`config.mk`:
```
export PLATFORM = sky130hd
export DESIGN_NAME = ram_stream_reader
export DESIGN_NICKNAME = d
export VERILOG_FILES = /design/src/rtl/ram_rd_pkg.sv /design/src/rtl/ram_rd_skid.sv /design/src/rtl/ram_stream_reader.sv
export SDC_FILE = /design/constraint.sdc
export NUM_CORES = 1
export LEC_CHECK = 0
export ABC_AREA = 1
export ABC_CLOCK_PERIOD_IN_PS = 3300
export CAP_MARGIN = 20
export CORE_MARGIN = 5
export CORE_UTILIZATION = 45
export CTS_CLUSTER_SIZE = 8
export DETAILED_ROUTE_END_ITERATION = 12
export DONT_BUFFER_PORTS = 1
export GPL_TIMING_DRIVEN = 0
export PLACE_DENSITY = 0.61
export SLEW_MARGIN = 25
export SYNTH_ARGS = -nofsm -noshare
export SYNTH_HDL_FRONTEND = slang
export SYNTH_HIERARCHICAL = 1
export SYNTH_SLANG_ARGS = --single-unit
```
`constraint.sdc`:
```
create_clock -name clk -period 3.3 [get_ports clk]
set_clock_uncertainty 0.2 [all_clocks]
set_input_delay 0.165 -clock clk [delete_from_list [all_inputs] [get_ports clk]]
set_output_delay 0.165 -clock clk [all_outputs]
set_load 0.02 [all_outputs]
```
`src/rtl/ram_rd_pkg.sv`:
```
// Shared widths, FSM encoding and buffer sizing for the RAM stream reader.
package ram_rd_pkg;

    localparam int ADDR_W_DEF = 10;
    localparam int DATA_W_DEF = 8;
    localparam int DEPTH_DEF  = 1024;

    // Output buffer depth and the width of its occupancy count.
    localparam int BUF_DEPTH  = 2;
    localparam int CNT_W      = 2;

    typedef enum logic [1:0] {
        IDLE  = 2'd0,
        RUN   = 2'd1,
        DRAIN = 2'd2,
        DONE  = 2'd3
    } rd_state_t;

endpackage

```
`src/rtl/ram_rd_skid.sv`:
```
// Two-entry valid/ready buffer that captures RAM read data and presents the
// head entry as a registered stream beat; flush empties it in one cycle.
module ram_rd_skid
    import ram_rd_pkg::*;
#(
    parameter int DATA_W = DATA_W_DEF
) (
    input  logic              clk,
    input  logic              rst_n,
    input  logic              flush,
    input  logic [DATA_W-1:0] in_data,
    input  logic              in_valid,
    output logic [DATA_W-1:0] out_data,
    output logic              out_valid,
    input  logic              out_ready,
    output logic [CNT_W-1:0]  count
);

    logic [DATA_W-1:0] entry0;
    logic [DATA_W-1:0] entry1;
    logic [CNT_W-1:0]  cnt;
    logic              pop;

    assign pop       = out_valid & out_ready;
    assign out_valid = (cnt != '0);
    assign out_data  = entry0;
    assign count     = cnt;

    // entry0 is always the head; a push never arrives into a full buffer
    // because the reader only issues a read when space is guaranteed.
    always_ff @(posedge clk or negedge rst_n) begin
        if (!rst_n) begin
            entry0 <= '0;
            entry1 <= '0;
            cnt    <= '0;
        end else if (flush) begin
            cnt <= '0;
        end else begin
            case (cnt)
                CNT_W'(0): begin
                    if (in_valid) begin
                        entry0 <= in_data;
                        cnt    <= CNT_W'(1);
                    end
                end
                CNT_W'(1): begin
                    if (pop && in_valid) begin
                        entry0 <= in_data;
                    end else if (pop) begin
                        cnt <= CNT_W'(0);
                    end else if (in_valid) begin
                        entry1 <= in_data;
                        cnt    <= CNT_W'(2);
                    end
                end
                CNT_W'(2): begin
                    if (pop) begin
                        entry0 <= entry1;
                        if (in_valid) begin
                            entry1 <= in_data;
                        end else begin
                            cnt <= CNT_W'(1);
                        end
                    end
                end
                default: cnt <= '0;
            endcase
        end
    end

endmodule

```
`src/rtl/ram_stream_reader.sv`:
```
// Read-side RAM controller: issues credit-limited reads from base_addr and
// streams length bytes out over a valid/ready interface.
//
// state | meaning
// IDLE  | waiting for start
// RUN   | issuing reads while the buffer has room
// DRAIN | all reads issued, waiting for the last beat to be accepted
// DONE  | one-cycle completion pulse
module ram_stream_reader
    import ram_rd_pkg::*;
#(
    parameter int ADDR_W = ADDR_W_DEF,
    parameter int DEPTH  = DEPTH_DEF,
    parameter int DATA_W = DATA_W_DEF
) (
    input  logic              clk,
    input  logic              rst_n,
    input  logic              start,
    input  logic              abort,
    input  logic [ADDR_W-1:0] base_addr,
    input  logic [ADDR_W:0]   length,
    output logic [ADDR_W-1:0] ra,
    output logic              rclk_en,
    input  logic [DATA_W-1:0] rd,
    output logic [DATA_W-1:0] m_data,
    output logic              m_valid,
    input  logic              m_ready,
    output logic              busy,
    output logic              done
);

    rd_state_t         state;
    rd_state_t         state_next;
    logic [ADDR_W-1:0] addr_q;
    logic [ADDR_W:0]   len_q;
    logic [ADDR_W:0]   issue_cnt;
    logic [ADDR_W:0]   accept_cnt;
    logic [ADDR_W:0]   accept_next;
    logic              in_flight;
    logic [CNT_W-1:0]  buf_count;
    logic [CNT_W:0]    pending;
    logic              pop;
    logic              credit_ok;
    logic              issue;
    logic              launch;
    logic              last_issue;

    assign pop         = m_valid & m_ready;
    assign launch      = (state == IDLE) && start && !abort;
    assign accept_next = accept_cnt + {{ADDR_W{1'b0}}, pop};
    assign last_issue  = ((issue_cnt + (ADDR_W+1)'(1)) == len_q);

    // Entries still held after this cycle's pop plus the word already on RD;
    // a new read is safe only if that leaves a free slot when its data lands.
    assign pending   = {1'b0, buf_count} - {{CNT_W{1'b0}}, pop}
                     + {{CNT_W{1'b0}}, in_flight};
    assign credit_ok = (pending < (CNT_W+1)'(BUF_DEPTH));

    always_ff @(posedge clk or negedge rst_n) begin
        if (!rst_n) begin
            state <= IDLE;
        end else begin
            state <= state_next;
        end
    end

    always_comb begin
        state_next = state;
        issue      = 1'b0;
        if (abort) begin
            state_next = IDLE;
        end else begin
            case (state)
                IDLE: begin
                    if (start) begin
                        state_next = (length == '0) ? DONE : RUN;
                    end
                end
                RUN: begin
                    issue = credit_ok;
                    if (credit_ok && last_issue) begin
                        state_next = DRAIN;
                    end
                end
                DRAIN: begin
                    if (accept_next == len_q) begin
                        state_next = DONE;
                    end
                end
                DONE:    state_next = IDLE;
                default: state_next = IDLE;
            endcase
        end
    end

    always_ff @(posedge clk or negedge rst_n) begin
        if (!rst_n) begin
            addr_q     <= '0;
            len_q      <= '0;
            issue_cnt  <= '0;
            accept_cnt <= '0;
            in_flight  <= 1'b0;
        end else begin
            in_flight <= issue;
            if (launch) begin
                addr_q     <= base_addr;
                len_q      <= length;
                issue_cnt  <= '0;
                accept_cnt <= '0;
            end else begin
                if (issue) begin
                    addr_q    <= (addr_q == ADDR_W'(DEPTH - 1)) ? '0 : addr_q + 1'b1;
                    issue_cnt <= issue_cnt + 1'b1;
                end
                if (pop) begin
                    accept_cnt <= accept_next;
                end
            end
        end
    end

    ram_rd_skid #(
        .DATA_W (DATA_W)
    ) u_skid (
        .clk       (clk),
        .rst_n     (rst_n),
        .flush     (abort),
        .in_data   (rd),
        .in_valid  (in_flight),
        .out_data  (m_data),
        .out_valid (m_valid),
        .out_ready (m_ready),
        .count     (buf_count)
    );

    assign ra      = addr_q;
    assign rclk_en = issue;
    assign busy    = (state != IDLE);
    assign done    = (state == DONE);

endmodule

```
======== Word level (Yosys, flattened, before mapping) ========
Index checks and enable logic that the tools add are counted.
word-level totals
  input bits .............................. 34
  logic and storage cells ................. 88
  output and inout port bits .............. 22
  register bits ........................... 64
cells by class
  equality and inequality tests ........... 21
  multiplexer cells ....................... 32
  bitwise logic cells ..................... 2
  $lt $le $gt $ge ......................... 1
  add/subtract/negate cells ............... 5
  reduce and logical (&&, ||, !) cells .... 18
operators with widths
  operator                                       count
  two-way mux 8 bit                              7
  two-way mux 11 bit                             4
  two-way mux 10 bit                             3
  two-way mux 2 bit                              12
  case mux 8 bit (3 select lines)                1
  == test 11 bit                                 2
  != test 3 bit, second input constant           7
  case mux 8 bit (2 select lines)                1
  AND reduction 5 bit                            3
  adder 11 x 1 -> 11 bit                         1
  adder 11 x 1 -> 11 bit, second input constant  1
  zero test 11 bit                               1
  adder 10 x 1 -> 10 bit, second input constant  1
  == test 10 bit, second input constant          1
  nonzero test 2 bit                             5
  != test 2 bit, second input constant           4
  case mux 2 bit (4 select lines)                1
  == test 2 bit, second input constant           3
  case mux 2 bit (3 select lines)                1
  == test 2 x 1 -> 1 bit, second input constant  2
  logical AND 1 bit                              4
  zero test 2 bit                                2
  != test 4 bit, second input constant           1
  adder 3 x 1 -> 3 bit                           1
  9 further kinds                                10

======== Longest topological paths before layout ========
Gate-level depths: netlist of the first run.
  word-level depth ........................ 9
  gate-level depth with buffers ........... 21
  depth with buffers taken out ............ 20

======== Modules after synthesis ========
The synthesis of the first run kept the hierarchy.
modules (own cells, without submodules)
  module             area an instance (sq um)  cells an instance  sequential area each (sq um)  instances
  ram_stream_reader  3037.9                    433                1151.1                        1
  ram_rd_skid        968.4                     102                450.4                         1

======== Least setup slack after synthesis of the first run ========
OpenSTA, ideal clock, no wires.
  path kind ............................... register to register
  start point ............................. register u_skid.cnt[1], in the netlist u_skid/count[1]
  end point ............................... register addr_q[9], in the netlist ra[9]
  buffers on the path ..................... 2
  stages on the path, launching flop included .. 16
  library setup time ...................... 0.137 ns
  slack ................................... 0.044 ns
  arrival time ............................ 2.918 ns
  required time ........................... 2.963 ns
  period minus slack after synthesis ...... 3.256 ns
  cell sequence ........................... dfrtp_1 -> buf_6 -> nor2_1 -> inv_1 -> nand2_1 -> inv_1 -> ha_1 -> nor2_1 -> fa_1 -> a21oi_1 -> nand2_1 -> nor2_2 -> nor2_1 -> inv_1 -> clkbuf_1 -> o221ai_1
between the ends
  longest elaborated chain between the ends .. 8
RTL lines
  element                              RTL line                  RTL
  start, declared                      ram_rd_skid.sv:21         logic [CNT_W-1:0] cnt;
  start signal, assigned               ram_rd_skid.sv:35         cnt <= '0;
  start signal, assigned               ram_rd_skid.sv:37         cnt <= '0;
  start signal, assigned               ram_rd_skid.sv:43         cnt <= CNT_W'(1);
  nonzero test 2 bit                   ram_rd_skid.sv:25         assign out_valid = (cnt != '0);
  named net m_valid                    ram_stream_reader.sv:26   output logic m_valid,
  AND 1 bit                            ram_stream_reader.sv:48   assign pop = m_valid & m_ready;
  subtractor 2 x 1 -> 3 bit            ram_stream_reader.sv:55   assign pending = {1'b0, buf_count} - {{CNT_W{1'b0}}, pop}
  adder 3 x 1 -> 3 bit                 ram_stream_reader.sv:56   + {{CNT_W{1'b0}}, in_flight};
  less-than comparator 3 x 2 -> 1 bit  ram_stream_reader.sv:57   assign credit_ok = (pending < (CNT_W+1)'(BUF_DEPTH));
  two-way mux 1 bit                    ram_stream_reader.sv:73   case (state)
  two-way mux 1 bit                    ram_stream_reader.sv:70   if (abort) begin
  named net rclk_en                    ram_stream_reader.sv:23   output logic rclk_en,
  nonzero test 2 bit (no source line)  n/a
  end signal, assigned                 ram_stream_reader.sv:106  addr_q <= base_addr;
  end signal, assigned                 ram_stream_reader.sv:112  addr_q <= (addr_q == ADDR_W'(DEPTH - 1)) ? '0 : addr_q + 1'b1;
  end, declared                        ram_stream_reader.sv:34   logic [ADDR_W-1:0] addr_q;
The timed path passes the listed nets, and every way through them passes these cells.
A chain may end at the register's enable or synchronous reset.

======== Worst setup path after layout of the first run ========
  start point ............................. register u_skid.cnt[1], in the netlist u_skid/count[1]
  end point ............................... register addr_q[3], in the netlist ra[3]
Same word-level chain as after synthesis.

==> impl_results.md, run 1 <==
* Drt wl/cell at 15.01 um
* Setup TNS at 0 ns
* Layout fillers at 827
* Top cells by area, synth: dfrtp_1 40%, nand2_1 15%, nand3_1 8.9%
* Hold worst-path end: len_q[2]
* Final setup viols at 0
* Max Transition Viols Final at 0
* CP endpoint kind: flop
* Worst Tran Pin Value at 0.4697 ns
* Final Core Density at 56.98%
* Root buffer cell: clkbuf_8
* Synth area leader: dfrtp_1
* DR vias at 3,799
* Drt first pass iters at 4
* Synthesized flop and latch total at 64
* Max-cap viol count at 0
* Syn Area/Cell at 7.488 um2
* Buffers added on ports at 0
* Cell Area, Synth at 4006 um2
* Height of the die at 104.4 um
* CTS buffer count at 9
* Total wire length at 10,660 um
* CTS Sinks at 64
* Buf+Inv Stages, Crit Path at 4
* R2R depth at 15
* Register Area at 1603 um2
* Cell area power density at 682.5 nW/um2
* Kind of cell adding the most delay to the critical path: simple AND/OR/NAND/NOR gates
* Vias in the first global route at 3,893
* CP max stage cell: fa_1
* DR iter-0 viols at 143
* Multi-input combinational cell area at 2161 um2
* # nets final at 642
* Relative max-transition margin at 68.40%
* Die ar. at 10,890 um2
* # DRC at 0
* R2R Path End: ra[3]
* HPWL after DPL at 7397 um
* Clock Latency Late Sink at 0.35 ns
* HP Start: abort
* Synth unique cells at 40
* Sequential-to-total area share from yosys stat at 39.98%
* Top cell type's share of synthesized area at 39.98%
* Lkg Pwr at 0.002344 uW
* Die Width at 104.4 um
* Outcome: finished, final reports clean
* R2R setup slack at 0.19 ns
* FF-to-FF Start: u_skid/count[1]
* Required @ worst endpoint at 3.34 ns
* Fmax achieved at 321.1 MHz
* Layout cells sized above 1 at 11.96%
* Synth Net Count at 580
* Largest net degree at the start of global routing at 65
* Register clock-pin slew on the reported worst setup and hold paths at 0.08 ns
* Final ANT Viol Nets at 0
* Critical path type: flop to flop
* FP Rows at 34
* Hold Slack at 0.05476 ns
* Remaining Overflow, GRT at 0
* CTS tree: built
* Global-route wire length before repair at 18,300 um
* Crit path time final at 3.114 ns
* CP Cell Sequence: buf_6 > nor2_4 > inv_4 > nand2_4 > inv_2 > ha_1 > nor2_2 > fa_1 > or2_2 > nand2_2 > nor2_4 > nor2_1 > buf_6 > o21ai_0 > a22o_1
* Crit Path Max Fanout at 10
* Clk buf depth at 2
* I/O pin count at 56
* Dpl ws at -0.6540 ns
* Via density at 5.351
* Placeable core area at 8678 um2
* Worst Setup SP: u_skid/count[1]
* Placer Congestion at 0.8367
* Design area at 4945 um2
* Post-synth EDFFs at 0
* Crit start category: flop
* Slowest stage delay, CP at 0.42 ns
* Cells after Synth at 535
* Initial antenna violation count at 0
* Layout area overhead at 23.42%
* Final hold violation count at 0
* Gr usage total at 20.36%
* # diodes at 0
* Placed Area at 4141 um2
* Period utilisation layout at 94.37%
* Ys Warns at 6
* CTS H-tree lvls at 3
* Most used flip-flop cell after synthesis: dfrtp_1
* Hold Path Class: input port to flop
* Final WS setup at 0.1858 ns
* Worst-case vdd ir drop at 488.7 uV
* Post-synth ARST share at 100.0%
* WP data arrival at 3.15 ns
* Initial Util at 46.16%
* Worst Hold Depth at 4
## final cells by class
class	instances	share of cell area (%)
Buffer	9	1.493
Clock buffer	9	2.505
Clock inverter	7	1.948
Inverter	63	4.884
Multi-Input combinational cell	400	43.70
Sequential cell	64	32.41
Tap cell	108	2.733
Timing Repair Buffer	50	10.32
## cell usage in the layout, fill, tap and decap left out, types with 4 or more instances in the layout
| cell type | count |
|---|---|
| a21oi_1 | 14 |
| a22o_1 | 4 |
| clkbuf_8 | 10 |
| dfrtp_1 | 63 |
| dlygate4sd3_1 | 46 |
| ha_1 | 10 |
| inv_1 | 56 |
| inv_2 | 5 |
| mux2i_1 | 8 |
| nand2_1 | 155 |
| nand2_2 | 7 |
| nand2_4 | 4 |
| nand3_1 | 71 |
| nand3_2 | 4 |
| nand4_1 | 6 |
| nor2_1 | 37 |
| nor2_2 | 6 |
| nor2_4 | 6 |
| o21ai_0 | 21 |
| o21ai_1 | 5 |
| o22ai_1 | 13 |
| xnor2_1 | 4 |
## worst reg2reg max path, cell delays in order (launching register included)
cell     delay [ns]
dfrtp_1        0.41
buf_6          0.14
nor2_4         0.10
inv_4          0.07
nand2_4        0.09
inv_2          0.07
ha_1           0.28
nor2_2         0.04
fa_1           0.42
or2_2          0.30
nand2_2        0.13
nor2_4         0.10
nor2_1         0.20
buf_6          0.18
o21ai_0        0.08
a22o_1         0.20
## synthesized netlist by cell type (4+ instances only)
cell / count
nand2_1: 158
nand3_1: 71
dfrtp_1: 64
inv_1: 60
nor2_1: 39
o21ai_0: 23
a21oi_1: 15
o22ai_1: 13
ha_1: 10
mux2i_1: 8
nand4_1: 6
nand2_2: 5
nor2_2: 5
a22o_1: 4
buf_2: 4
nand3_2: 4
nor2_4: 4
xnor2_1: 4
## cells by family after synthesis
group           Yosys count  share of synthesized area, %
xor+xnor                  7                         1.530
compound gates           68                         10.40
fa+ha+maj                11                         3.623
flops                    64                         39.98
buf+inv                  72                         7.402
mux                       8                         1.999
simple gates            305                         35.07
## flip-flops by register name (all words and copies together) (netlist names)
signal,cells
accept_cnt,11
u_skid/out_data,8
issue_cnt,11
in_flight,1
u_skid/entry1,8
u_skid/count,2
len_q,11
state,2
ra,10
## how the worst max path moves through the flow
stage                   end  slack (ns)  cells after the start
6_report              ra[3]        0.19                     15
2_1_floorplan         ra[9]        0.04                     15
3_3_place_gp   issue_cnt[7]       -0.64                     15
4_1_cts               ra[5]        0.03                     16
5_1_grt            state[0]      -0.005                     20
3_5_place_dp          ra[9]       -0.65                     15
## repair_timing
action	CTS	global route
hold buffers	47	0
hold endpoints to repair	108	0
setup buffers	1	2
cloned	1	0
setup endpoints to repair	24	23
gates resized for setup	14	10
pin swaps	2	7
## per-stage QoR
| step | total power (uW) | cells |
|---|---|---|
| 4_1_cts | 3360 | 708 |
| 6_report | 3375 | 710 |
| 3_3_place_gp | 2417 | 643 |
| 3_5_place_dp | 2440 | 643 |
| 5_1_grt | 3642 | 710 |
| 2_1_floorplan | 2181 | 535 |
## routing by layer
layer / vias up / track usage [%] / part of all wire, %
li1: 1894 / - / -
met1: 1789 / 25.73 / 45
met2: 97 / 33.48 / 48
met3: 19 / 5.400 / 5.3
met4: 0 / 7.123 / 2.2
met5: - / 0 / 0
## where the power goes
group          switching (uW)  internal [uW]  leakage (uW)  total [uW]
combinational             736            490       0.00143        1230
sequential                370           1020      0.000816        1390
clock                     332            425      0.000101         757
total                    1440           1940       0.00234        3370
(Power assumes the default switching activity.)
==> run 2, diff against run 1 <==
--- a/config.mk
+++ b/config.mk
@@ -10,10 +10,10 @@
 export CAP_MARGIN = 20
 export CORE_MARGIN = 5
-export CORE_UTILIZATION = 45
+export CORE_UTILIZATION = 54
 export CTS_CLUSTER_SIZE = 8
 export DETAILED_ROUTE_END_ITERATION = 12
 export DONT_BUFFER_PORTS = 1
 export GPL_TIMING_DRIVEN = 0
-export PLACE_DENSITY = 0.61
+export PLACE_DENSITY = 0.7
 export SLEW_MARGIN = 25
 export SYNTH_ARGS = -nofsm -noshare
==> constraint.sdc (replaced) <==
create_clock -name clk -period 3.3 [get_ports clk]
set_clock_uncertainty 0.2 [all_clocks]
set_input_delay 0.99 -clock clk [delete_from_list [all_inputs] [get_ports clk]]
set_output_delay 0.99 -clock clk [all_outputs]
set_load 0.02 [all_outputs]
==> impl_results.md, run 2 (synthesis gave the netlist of run 1 again) <==
* Non-Filler Instances at 656
* Relative max-transition margin at 65.20%
* Inst Count DP at 634
* CP Cell Sequence: buf_6 > nor2_4 > inv_4 > nand2_8 > inv_8 > ha_4 > nor2_2 > fa_1 > a21oi_2 > nand2_2 > nor2_4
* CP max stage cell: fa_1
* Global-route wire length before repair at 16,240 um
* Drt first pass iters at 4
* Total wire length at 9593 um
* # DRC at 0
* Crit start category: flop
* Remaining Overflow, GRT at 0
* Worst-case vdd ir drop at 558.3 uV
* Hold Path Class: input port to asynchronous set/reset pin
* CP endpoint kind: primary output
* Die Width at 96.14 um
* FP Rows at 31
* Height of the die at 96.14 um
* Hold buffers post-CTS at 0
* Sequential Power Share at 43.5%
* Max-cap viol count at 0
* Commonest non-fill, non-tap cell in the layout: nand2_1
* CTS tree: built
* Period utilisation layout at 108.3%
* Initial antenna violation count at 0
* Clk buf depth at 2
* Worst Tran Pin Value at 0.5172 ns
* Kind of cell adding the most delay to the critical path: adder cells
* Layout cells sized above 1 at 12.21%
* Comb power frac at 35.1%
* DR vias at 3,580
* Multi-input combinational cell area at 2165 um2
* WP data arrival at 2.38 ns
* Critical path type: flop to primary output
* CTS H-tree lvls at 3
* Outcome: finished, violations left
* Register clock-pin slew on the reported worst setup and hold paths at 0.08 ns
* Internal power at 1811 uW
* Layout fillers at 702
* # nets final at 597
* Final setup viols at 1
* FF-to-FF Start: u_skid/count[1]
* Initial Util at 55.24%
* Buffers added on ports at 0
* CTS buffer count at 9
* Register Area at 1602 um2
* Most common cell on crit path: nor2_4
* Vias in the first global route at 3,504
* Net Sw Frac at 43.05%
* Clock Latency Late Sink at 0.34 ns
* Placer Congestion at 0.8167
* Crit Path Max Fanout at 5
* DR iter-0 viols at 168
* RSZ-0062 raised after global routing: yes
* Buf+Inv Stages, Crit Path at 3
* I/O pin count at 56
* Layout area overhead at 10.65%
* R2R depth at 21
* Required @ worst endpoint at 2.11 ns
* Switching pwr at 1369 uW
* Gr usage total at 22.66%
* Cell area power density at 717.4 nW/um2
* Failing checks: setup timing
* Crit path time final at 3.574 ns
* Clock network fraction of total power at 21.4%
* Die ar. at 9242 um2
* Top Registers: accept_cnt: 11 flops, issue_cnt: 11 flops, len_q: 11 flops
* Lkg Pwr at 0.002143 uW
* Largest net degree at the start of global routing at 65
* Drt wl/cell at 14.62 um
* Commonest non-fill, non-tap cells in the layout: 156 x nand2_1, 71 x nand3_1, 64 x dfrtp_1
* Via density at 5.457
* R2R Path End: state[1]
* Final ANT Viol Nets at 0
* Final Core Density at 61.12%
* Final hold violation count at 0
* Fmax achieved at 279.8 MHz
* HPWL after DPL at 7134 um
* # diodes at 0
* R2R setup slack at 0.24 ns
* Final WS setup at -0.2738 ns
* CTS Sinks at 64
* Slowest stage delay, CP at 0.45 ns
* Placeable core area at 7253 um2
* Max Transition Viols Final at 0
* Root buffer cell: clkbuf_8
-- run 2: changes by cell type in the layout (fill, tap and decap cells not counted), sizes merged --
cell,previous run,this run
bufinv,2,1
buf,10,11
dlygate4sd3,46,0
clkinv,2,3
clkinvlp,3,1
clkbuf,12,14
-- run 2: metrics by stage --
step / hold WS, ns / worst slack [ns] / TNS [ns] / instance area, um2 / power [uW]
2_1_floorplan: 0.2412 / -0.1634 / -0.1634 / 4048 / 2209
3_3_place_gp: 0.2531 / -0.3573 / -3.421 / 4172 / 2446
3_5_place_dp: 0.2576 / -0.3881 / -3.800 / 4172 / 2473
4_1_cts: 0.1234 / -0.2877 / -0.2877 / 4432 / 3206
5_1_grt: 0.1189 / -0.3882 / -0.3882 / 4433 / 3436
6_report: 0.1358 / -0.2738 / -0.2738 / 4433 / 3180
-- run 2: how the worst max path moves through the flow --
stage / from / endpoint / cells past startpoint
after floorplan: m_ready / rclk_en / 8
after global placement: m_ready / rclk_en / 8
after detailed placement: m_ready / rclk_en / 8
after CTS: u_skid/count[1] / rclk_en / 11
after global routing: u_skid/count[1] / rclk_en / 11
final: u_skid/count[1] / rclk_en / 11
-- run 2: worst reg2reg max path: stages, from the launching register on --
cell and delay (ns):
dfrtp_1 0.40, buf_6 0.13, nor2_4 0.13, inv_4 0.08, nand2_8 0.08, inv_8 0.03
ha_4 0.25, nor2_2 0.03, fa_1 0.45, a21oi_2 0.13, nand2_2 0.08, buf_4 0.15
nor2_1 0.10, nand2_1 0.05, nor2_1 0.08, nand3_1 0.10, nor2_1 0.11, nand2_1 0.11
nand2_2 0.10, nand3_2 0.08, nand2_1 0.06, nand2_1 0.04
-- run 2: per-layer routing --
layer | GRT usage, % | routed length (um)
met1 | 29.75 | 4289
met2 | 35.83 | 4460
met3 | 5.629 | 634
met4 | 8.886 | 209
met5 | 0 | 0
-- run 2: timing repair --
action                     4_1_cts  5_1_grt
setup endpoints to repair       16       10
gates cloned                     1        0
resized for setup                7        2
setup buffers                    5        0
pin swaps                        5        0
-- run 2: area by class of cell --
type                       count  share of cell area, %
multi-input combinational    400                  48.83
clock inverter                 5                  1.270
buffer                         9                  1.327
sequential                    64                  36.13
clock buffer                  11                  3.189
tap                           99                  2.794
inverter                      63                  5.617
timing repair buffer           5                 0.8467
-- run 2: power groups by stage --
stage                     Sequential (uW)  Clock [uW]  Combinational [uW]
after floorplan                      1330           0                 877
after global placement               1400           0                1050
after detailed placement             1400           0                1070
after CTS                            1390         695                1120
after global routing                 1430         734                1270
final                                1380         680                1120
